$ cat src/rtl/mips_define.sv
// Shared definitions for the MIPS pipeline blocks.
// Holds the branch predictor's 2-bit counter encodings, PC alignment and the
// per-entry control-field layout of the branch target buffer.
package mips_define;

  // 2-bit direction counter states: strongly/weakly not-taken, weakly/strongly taken
  localparam logic [1:0] BP_CTR_SNT = 2'd0;
  localparam logic [1:0] BP_CTR_WNT = 2'd1;
  localparam logic [1:0] BP_CTR_WT  = 2'd2;
  localparam logic [1:0] BP_CTR_ST  = 2'd3;

  // Instructions are word aligned; pc[1:0] never take part in index or tag
  localparam int BP_PC_ALIGN = 2;

  // Control part of a table entry. Tag and target are kept in separate arrays
  // because their widths depend on the instance parameters.
  typedef struct packed {
    logic       valid;
    logic [1:0] ctr;
  } bp_meta_t;

  // Width of the tag field for a given PC width and index width
  function automatic int bp_tag_w(input int addr_w, input int idx_w);
    return addr_w - idx_w - BP_PC_ALIGN;
  endfunction

endpackage

$ cat src/rtl/branch_predict_unit_if.sv
// Bundle between the pipeline and the branch predictor.
// master: pipeline side (drives fetch PC, resolved-branch update, clear)
// slave : predictor side (returns prediction, mispredict/redirect, statistics)
interface branch_predict_unit_if #(
  parameter int ADDR_W = 32,
  parameter int STAT_W = 32
);
  logic              clear;
  logic [ADDR_W-1:0] if_pc;
  logic              pred_taken;
  logic [ADDR_W-1:0] pred_target;
  logic              upd_valid;
  logic              upd_uncond;
  logic [ADDR_W-1:0] upd_pc;
  logic              upd_taken;
  logic [ADDR_W-1:0] upd_target;
  logic              upd_pred_taken;
  logic [ADDR_W-1:0] upd_pred_target;
  logic              mispredict;
  logic [ADDR_W-1:0] redirect_pc;
  logic [STAT_W-1:0] stat_branches;
  logic [STAT_W-1:0] stat_mispredicts;

  modport master (
    output clear, if_pc, upd_valid, upd_uncond, upd_pc, upd_taken,
           upd_target, upd_pred_taken, upd_pred_target,
    input  pred_taken, pred_target, mispredict, redirect_pc,
           stat_branches, stat_mispredicts
  );

  modport slave (
    input  clear, if_pc, upd_valid, upd_uncond, upd_pc, upd_taken,
           upd_target, upd_pred_taken, upd_pred_target,
    output pred_taken, pred_target, mispredict, redirect_pc,
           stat_branches, stat_mispredicts
  );
endinterface

$ cat src/rtl/branch_predict_unit_sat_ctr.sv
// bp_sat_ctr: next value of a 2-bit saturating direction counter.
// Ports: i_ctr current value, i_taken resolved direction, i_uncond j/jal/jr,
//        o_ctr next value (uncond forces strongly taken).
module bp_sat_ctr
  import mips_define::*;
(
  input  logic [1:0] i_ctr,
  input  logic       i_taken,
  input  logic       i_uncond,
  output logic [1:0] o_ctr
);
  always_comb begin
    o_ctr = i_ctr;
    if (i_uncond) begin
      o_ctr = BP_CTR_ST;
    end else if (i_taken) begin
      if (i_ctr != BP_CTR_ST) o_ctr = i_ctr + 2'd1;
    end else begin
      if (i_ctr != BP_CTR_SNT) o_ctr = i_ctr - 2'd1;
    end
  end
endmodule

$ cat src/rtl/branch_predict_unit.sv
// branch_predict_unit: direct-mapped branch target buffer with 2-bit
// direction counters. IF looks up if_pc combinationally; MEM trains the table
// and receives mispredict/redirect_pc in the same cycle.
// Ports: clk, rst_n (async active-low), bp (slave side of branch_predict_unit_if:
//        clear, lookup, update, mispredict/redirect, saturating statistics).
module branch_predict_unit
  import mips_define::*;
#(
  parameter int ADDR_W  = 32,
  parameter int ENTRIES = 16,
  parameter int STAT_W  = 32,
  parameter bit PRED_EN = 1'b1
) (
  input  logic                  clk,
  input  logic                  rst_n,
  branch_predict_unit_if.slave  bp
);
  localparam int IDX_W = $clog2(ENTRIES);
  localparam int TAG_W = bp_tag_w(ADDR_W, IDX_W);

  // Register arrays: the read is combinational and clear hits every entry at once
  bp_meta_t          r_meta   [ENTRIES];
  logic [TAG_W-1:0]  r_tag    [ENTRIES];
  logic [ADDR_W-1:0] r_target [ENTRIES];
  logic [STAT_W-1:0] r_stat_br;
  logic [STAT_W-1:0] r_stat_mp;

  // ---------------- lookup ----------------
  logic [IDX_W-1:0] w_lk_idx;
  logic [TAG_W-1:0] w_lk_tag;
  logic             w_lk_hit;
  logic             w_lk_taken;

  assign w_lk_idx   = bp.if_pc[IDX_W+1:2];
  assign w_lk_tag   = bp.if_pc[ADDR_W-1:IDX_W+2];
  assign w_lk_hit   = r_meta[w_lk_idx].valid && (r_tag[w_lk_idx] == w_lk_tag);
  assign w_lk_taken = PRED_EN && w_lk_hit && r_meta[w_lk_idx].ctr[1];

  assign bp.pred_taken  = w_lk_taken;
  assign bp.pred_target = w_lk_taken ? r_target[w_lk_idx] : bp.if_pc + ADDR_W'(4);

  // ---------------- update ----------------
  logic [IDX_W-1:0] w_up_idx;
  logic [TAG_W-1:0] w_up_tag;
  logic             w_up_hit;
  logic [1:0]       w_ctr_next;
  logic             w_we;
  logic             w_tgt_we;
  bp_meta_t         w_new_meta;
  logic             w_mispredict;

  assign w_up_idx = bp.upd_pc[IDX_W+1:2];
  assign w_up_tag = bp.upd_pc[ADDR_W-1:IDX_W+2];
  assign w_up_hit = r_meta[w_up_idx].valid && (r_tag[w_up_idx] == w_up_tag);

  bp_sat_ctr u_sat_ctr (
    .i_ctr    (r_meta[w_up_idx].ctr),
    .i_taken  (bp.upd_taken),
    .i_uncond (bp.upd_uncond),
    .o_ctr    (w_ctr_next)
  );

  // A miss only allocates when taken; a not-taken hit keeps its old target
  assign w_we     = bp.upd_valid && (w_up_hit || bp.upd_taken);
  assign w_tgt_we = bp.upd_taken || bp.upd_uncond;

  always_comb begin
    w_new_meta.valid = 1'b1;
    if (w_up_hit)           w_new_meta.ctr = w_ctr_next;
    else if (bp.upd_uncond) w_new_meta.ctr = BP_CTR_ST;
    else                    w_new_meta.ctr = BP_CTR_WT;
  end

  genvar gi;
  generate
    for (gi = 0; gi < ENTRIES; gi++) begin : g_entry
      localparam logic [IDX_W-1:0] LP_IDX = IDX_W'(gi);
      always_ff @(posedge clk or negedge rst_n) begin
        if (!rst_n) begin
          r_meta[gi]   <= '{valid: 1'b0, ctr: BP_CTR_WNT};
          r_tag[gi]    <= '0;
          r_target[gi] <= '0;
        end else if (bp.clear) begin
          // clear beats a same-cycle allocation
          r_meta[gi].valid <= 1'b0;
        end else if (w_we && (w_up_idx == LP_IDX)) begin
          r_meta[gi] <= w_new_meta;
          r_tag[gi]  <= w_up_tag;
          if (w_tgt_we) r_target[gi] <= bp.upd_target;
        end
      end
    end
  endgenerate

  // ---------------- resolution ----------------
  assign w_mispredict = bp.upd_valid &&
                        ((bp.upd_taken != bp.upd_pred_taken) ||
                         (bp.upd_taken && (bp.upd_target != bp.upd_pred_target)));
  assign bp.mispredict  = w_mispredict;
  assign bp.redirect_pc = bp.upd_taken ? bp.upd_target : bp.upd_pc + ADDR_W'(4);

  // ---------------- statistics (saturating, unaffected by clear) ----------------
  always_ff @(posedge clk or negedge rst_n) begin
    if (!rst_n) begin
      r_stat_br <= '0;
      r_stat_mp <= '0;
    end else begin
      if (bp.upd_valid && (r_stat_br != '1)) r_stat_br <= r_stat_br + STAT_W'(1);
      if (w_mispredict && (r_stat_mp != '1)) r_stat_mp <= r_stat_mp + STAT_W'(1);
    end
  end

  assign bp.stat_branches    = r_stat_br;
  assign bp.stat_mispredicts = r_stat_mp;

  // pc[1:0] are deliberately ignored
  logic w_unused;
  assign w_unused = ^{bp.if_pc[1:0], bp.upd_pc[1:0]};
endmodule

$ cat src/flat_wrapper.sv
// flat-port wrapper written by rule: the top's interface ports become plain ports
module branch_predict_unit_flat import mips_define::*;
#(
  parameter int ADDR_W  = 32,
  parameter int ENTRIES = 16,
  parameter int STAT_W  = 32,
  parameter bit PRED_EN = 1'b1
)
  (clk, rst_n, bp_clear, bp_if_pc, bp_upd_valid, bp_upd_uncond, bp_upd_pc, bp_upd_taken, bp_upd_target, bp_upd_pred_taken, bp_upd_pred_target, bp_pred_taken, bp_pred_target, bp_mispredict, bp_redirect_pc, bp_stat_branches, bp_stat_mispredicts);
  branch_predict_unit_if #(.ADDR_W(ADDR_W), .STAT_W(STAT_W)) bp_i ();
  input  logic clk;
  input  logic rst_n;
  input wire logic [$bits(bp_i.clear)-1:0] bp_clear;
  input wire logic [$bits(bp_i.if_pc)-1:0] bp_if_pc;
  input wire logic [$bits(bp_i.upd_valid)-1:0] bp_upd_valid;
  input wire logic [$bits(bp_i.upd_uncond)-1:0] bp_upd_uncond;
  input wire logic [$bits(bp_i.upd_pc)-1:0] bp_upd_pc;
  input wire logic [$bits(bp_i.upd_taken)-1:0] bp_upd_taken;
  input wire logic [$bits(bp_i.upd_target)-1:0] bp_upd_target;
  input wire logic [$bits(bp_i.upd_pred_taken)-1:0] bp_upd_pred_taken;
  input wire logic [$bits(bp_i.upd_pred_target)-1:0] bp_upd_pred_target;
  output wire logic [$bits(bp_i.pred_taken)-1:0] bp_pred_taken;
  output wire logic [$bits(bp_i.pred_target)-1:0] bp_pred_target;
  output wire logic [$bits(bp_i.mispredict)-1:0] bp_mispredict;
  output wire logic [$bits(bp_i.redirect_pc)-1:0] bp_redirect_pc;
  output wire logic [$bits(bp_i.stat_branches)-1:0] bp_stat_branches;
  output wire logic [$bits(bp_i.stat_mispredicts)-1:0] bp_stat_mispredicts;
  assign bp_i.clear = bp_clear;
  assign bp_i.if_pc = bp_if_pc;
  assign bp_i.upd_valid = bp_upd_valid;
  assign bp_i.upd_uncond = bp_upd_uncond;
  assign bp_i.upd_pc = bp_upd_pc;
  assign bp_i.upd_taken = bp_upd_taken;
  assign bp_i.upd_target = bp_upd_target;
  assign bp_i.upd_pred_taken = bp_upd_pred_taken;
  assign bp_i.upd_pred_target = bp_upd_pred_target;
  assign bp_pred_taken = bp_i.pred_taken;
  assign bp_pred_target = bp_i.pred_target;
  assign bp_mispredict = bp_i.mispredict;
  assign bp_redirect_pc = bp_i.redirect_pc;
  assign bp_stat_branches = bp_i.stat_branches;
  assign bp_stat_mispredicts = bp_i.stat_mispredicts;
  branch_predict_unit #(.ADDR_W(ADDR_W), .ENTRIES(ENTRIES), .STAT_W(STAT_W), .PRED_EN(PRED_EN)) u_core (.clk(clk), .rst_n(rst_n), .bp(bp_i));
endmodule
$ cat config.mk
export PLATFORM = sky130hd
export DESIGN_NAME = branch_predict_unit_flat
export DESIGN_NICKNAME = d
export VERILOG_FILES = /design/src/rtl/mips_define.sv /design/src/rtl/branch_predict_unit_if.sv /design/src/rtl/branch_predict_unit_sat_ctr.sv /design/src/rtl/branch_predict_unit.sv /design/src/flat_wrapper.sv
export SDC_FILE = /design/constraint.sdc
export NUM_CORES = 2
export LEC_CHECK = 0
export CORE_ASPECT_RATIO = 0.75
export CORE_MARGIN = 2
export CORE_UTILIZATION = 40
export CTS_CLUSTER_DIAMETER = 120
export DETAILED_ROUTE_END_ITERATION = 8
export PLACE_DENSITY = 0.65
export SYNTH_ARGS = -nofsm -noshare
export SYNTH_HDL_FRONTEND = slang
export SYNTH_SLANG_ARGS = --single-unit
$ cat constraint.sdc
create_clock -name clk -period 12.39 [get_ports clk]
set_input_delay 3.0975 -clock clk [delete_from_list [all_inputs] [get_ports clk]]
set_output_delay 3.0975 -clock clk [all_outputs]
set_load 0.02 [all_outputs]
# [Word-level counts from Yosys, hierarchy flattened]
# Cells that the tools add are included.
[classes] add_sub_neg=6 n_mul=0 n_div=0 order_cmp=2 eq_ne=22 shifts=0 n_mux=55 n_bitwise=3 reduce_logical=77
[op_table] op="$bmux W26 S4" count=2
[op_table] op="$bmux W32 S4" count=1
[op_table] op="$mux W32" count=4
[op_table] op="$mux W26" count=4
[op_table] op="$add A32 B1 Y32 const B" count=2
[op_table] op="$add A32 B3 Y32 const B" count=2
[op_table] op="$ne A32 B32 Y1 const B" count=2
[op_table] op="$mux W3" count=20
[op_table] op="$eq A26 B26 Y1" count=2
[op_table] op="$reduce_and A3 Y1" count=16
[op_table] op="$reduce_bool A2 Y1" count=17
[op_table] op="$eq A4 B4 Y1 const B" count=8
[op_table] op="$ne A32 B32 Y1" count=1
[op_table] op="$reduce_and A2 Y1" count=16
[op_table] op="$bmux W3 S4" count=2
[op_table] op="$logic_and A1 B1 Y1" count=24
[op_table] op="$mux W1" count=17
[op_table] op="$eq A4 B3 Y1 const B" count=4
[op_table] op="$ge A5 B5 Y1 const B" count=2
[op_table] op="$mux W2" count=5
[op_table] op="$not A4 Y5" count=2
[op_table] op="$eq A4 B2 Y1 const B" count=2
[op_table] op="$eq A4 B1 Y1 const B" count=1
[op_table] op="$logic_not A4 Y1" count=1
[op_table] op="6 further kinds" count=8
[word_totals] ff_bits=1040 latch_bits=0 ram_bits=0 romBits=0 out_inout_bits=130 n_memories=0

# [Depth between registers and ports, before layout]
[depth] ltp_word=11 depth_mapped=17

# [Hierarchy]
# Synthesis repeated with hierarchy kept, for this count alone.
[unflattened] cells_unflattened=3713 area_unflattened_um2=53620.2
[by_module_without_submodules] mod="branch_predict_unit" n_inst=1 cells_each=3706 area_per_inst_um2=53583.9
[by_module_without_submodules] mod="bp_sat_ctr" n_inst=1 cells_each=7 area_per_inst_um2=36.3

# [Worst setup path before layout]
# No wires, ideal clock.
[synth_timing] path_type="input -> output" from="in bp_if_pc[2]" to="out bp_pred_target[2]" arrival_ns=6.341 setup_slack_ns=2.952 stages=10 n_path_buf=3 path_cell_list="clkbuf_1 -> buf_1 -> mux4_2 -> mux4_2 -> xnor2_1 -> nand4_1 -> nor4_1 -> nand3_1 -> buf_1 -> mux2i_1"
[synth_via] elab_chain_cells=8
[synth_rtl] element="start: declaration" line_no="flat_wrapper.sv:14" rtl="input wire logic [$bits(bp_i.if_pc)-1:0] bp_if_pc;"
[synth_rtl] element="$not A4 Y5 (implied by the code)" line_no="branch_predict_unit.sv:36, branch_predict_unit.sv:37, branch_predict_unit.sv:40"
[synth_rtl] element="$bmux W26 S4" line_no="branch_predict_unit.sv:36" rtl="assign w_lk_hit = r_meta[w_lk_idx].valid && (r_tag[w_lk_idx] == w_lk_tag);"
[synth_rtl] element="$mux W26 (implied by the code) (2 in series)" line_no="branch_predict_unit.sv:36"
[synth_rtl] element="$eq A26 B26 Y1" line_no="branch_predict_unit.sv:36"
[synth_rtl] element="$logic_and A1 B1 Y1" line_no="branch_predict_unit.sv:36"
[synth_rtl] element="$logic_and A1 B1 Y1" line_no="branch_predict_unit.sv:37" rtl="assign w_lk_taken = PRED_EN && w_lk_hit && r_meta[w_lk_idx].ctr[1];"
[synth_rtl] element="$mux W32 (*)" line_no="branch_predict_unit.sv:40" rtl="assign bp.pred_target = w_lk_taken ? r_target[w_lk_idx] : bp.if_pc + ADDR_W'(4);"
[synth_rtl] element="end: declaration" line_no="flat_wrapper.sv:23" rtl="output wire logic [$bits(bp_i.pred_target)-1:0] bp_pred_target;"
# Mark *: on every way between the ends. The rest lies on a longest branch, timed or not. The select of a mux whose other input is x is not followed.

# [Final worst setup path]
[layout_timing] from="in bp_if_pc[2]" to="out bp_pred_target[8]"
# Same word-level chain as after synthesis.

==> impl_metrics.yaml <==
route:
  drt_iter0_drc: 4336
  vias: 37500
  avgViaCountPerCell: 6.24
  drc: 0
  drtPass1Iterations: 8
  ant_nets: 0
  wl_microns: 182000
  wl_per_cell_microns: 30.3
critical_path:
  worstPathRequired_ps: 9290
  cp-end-kind: "output port"
  worstPathArrival_ps: 8460
  startpoint_type: "input pin"
  cp_max_fo: 77
  crit_type: "input pin to output port"
global_route:
  grt_remaining_overflow: 0
  antenna_found_initial: 13
  grt_use_total: 0.260
  grt_max_degree: 182
  grt_pass1_vias: 37400
  grt_pass1_wl_microns: 266000
timing:
  min_period_over_period: 0.933
  slew_violations: 0
  fmax_ghz: 0.0865
  fin_setup_tns_ps: 0
  maxSlewHeadroom: 0.173
  hold_viol: 0
  tightest_slew_ps: 1210
  fin_ws_ps: 832
  rsz0062_at_grt: "false"
  skew_ps: 42.6
  period_needed_ps: 11560
  setup_violations: 0
cells_and_area:
  ff_latch_area_sq_um: 26000
  multi_input_area_sq_um: 26900
  areaGrowthSynthToFinish_pct: 15.0
  drive_gt1_frac: 0.370
  final_util: 0.463
  fin_cells: 6012
  nFillCells: 11900
  final_nets: 4275
synthesis:
  async_flop_share: 1.00
  synth_fp_nets: 4153
  yosysWarnings: 0
  synth_cells: 4011
  synth-seq-cells: 1040
  ys_seq_area_frac: 0.477
  yosysMostFrequentCell: "dfrtp_1"
  synthTopCellsByArea: "dfrtp_1 (47%), mux2_2 (17%), mux4_2 (15%), a221o_1 (2.4%), mux2i_1 (1.9%)"
  syn_area_sq_um: 54600
  synth_common_cells: "dfrtp_1 (1024), mux2_2 (841), mux4_2 (363), nor2_1 (195), clkbuf_1 (194)"
  synth-edff-count: 0
  yosysTopAreaCellShare: 0.469
  synth_area_leader_cell: "dfrtp_1"
  syn_avg_cell_area_sq_um: 13.6
  ys.flop_type: "dfrtp_1"
  synth_cell_types: 72
clocking:
  cts_setup_buffers: 0
  clkLatencyLatePin_ps: 770
  ctsResizeCount: 0
  cts_hold_buf: 0
  cts_made_buffers: 107
  htreeDepth: 3
  cts-root-buf: "clkbuf_16"
  cts_buffer_depth: 3
  clock_sinks: 1040
  cts_tree: "done"
  path_clk_slew_ps: 60
placement:
  port_buffers: 264
  dp_hpwl_microns: 114000
  placed_cells: 5809
  pre_cts_slack_ps: 894
  place_congestion: 0.952
floorplanning:
  die_area_sq_um: 140000
  chipHeight_microns: 324
  initial_core_util: 0.403
  rows: 117
  ioPinCount: 265
  dieWidth_microns: 431
  core_sq_um: 136000
power_and_ir_drop:
  power.density_nw_per_um2: 146
  p_leak_nw: 27.8
  ir_drop_mv: 0.119
min_path:
  hp-class: "flop to flop"
outcome:
  status: "finished clean"
job:
  maxCapViolations: 0
area by class of cell:
cell class,instances,area share
repair buffers,372,0.0558
well taps,1785,0.0356
diodes,4,0.000159
multi-input cells,2537,0.429
clock inverters,49,0.0107
clock buffers,150,0.0492
inverters,75,0.00448
flip-flops and latches,1040,0.415
where the power goes:
part	switching (W)	leakage (nW)	total [W]	internal (W)
registers	0.000296	13.7	0.00413	0.00383
logic	0.000747	12.2	0.00158	0.000837
clock network	0.00146	1.85	0.00348	0.00202
worst paths after layout:
check	startpoint	endpoint	slack, ps	cells after the start
hold reg to reg	u_core.r_meta[12]	u_core.r_meta[12]	460	2
setup / recovery	bp_if_pc[2]	bp_pred_target[8]	830	11
min in group asynchronous	rst_n	u_core.bp.stat_mispredicts[7]	2400	1
hold / removal	u_core.r_meta[12]	u_core.r_meta[12]	460	2
setup reg to reg	u_core.r_tag[227]	u_core.r_meta[18]	7430	9
max in group asynchronous	rst_n	u_core.r_target[60]	7330	3
state kept, by name, indices dropped and copies added (netlist names):
signal,cells
u_core.r_tag,416
u_core.r_target,512
u_core.r_meta,48
u_core.bp.stat_branches,32
u_core.bp.stat_mispredicts,32
critical path: stages:
cell and delay (ps):
buf_8 620, buf_12 510, mux4_2 590, mux4_2 470
xnor2_1 480, nand4_1 320, nor2_1 300, nand3_2 540
buf_4 520, mux2_2 290, clkdlybuf4s50_1 610
cell families (layout without fill, tap and decap cells):
family	Yosys count	after routing	share of synthesized area
compound gates	362	362	0.0534
mux	1332	1332	0.347
buf+inv	434	646	0.0335
other cells	0	4	0
simple gates	641	641	0.0560
xor+xnor	193	193	0.0310
fa+ha+maj	9	9	0.00197
flops	1040	1040	0.477
per-stage QoR:
stage,hold slack [ps],power [W],area [sq um]
final,457,0.00919,62800
after global routing,472,0.00953,62800
after CTS,459,0.00922,62800
after detailed placement,449,0.00574,59000
after global placement,447,0.00570,59000
after floorplan,438,0.00512,54600
metal layers:
layer	wire length, microns	global-route usage
met1	77300	0.366
met2	80300	0.386
met3	16300	0.0615
met4	8210	0.108
met5	70	0
placed cells by master (no fill, tap or decap), types with 20 or more instances in the layout:
cell type,n
clkinv_2,24
a22oi_1,29
mux2_2,841
clkbuf_16,109
mux2i_1,106
xor2_1,72
mux2_1,22
nor2_1,189
a2bb2oi_1,27
a221o_1,130
clkbuf_8,21
clkdlybuf4s50_1,254
inv_1,73
buf_4,108
dfrtp_1,1024
o21ai_0,65
mux4_2,363
nand4_1,35
nand2_1,160
clkbuf_1,20
nor3_1,20
and3_1,60
nand3_1,67
xnor2_1,121
Note: power is estimated with default switching activity, not from simulation.
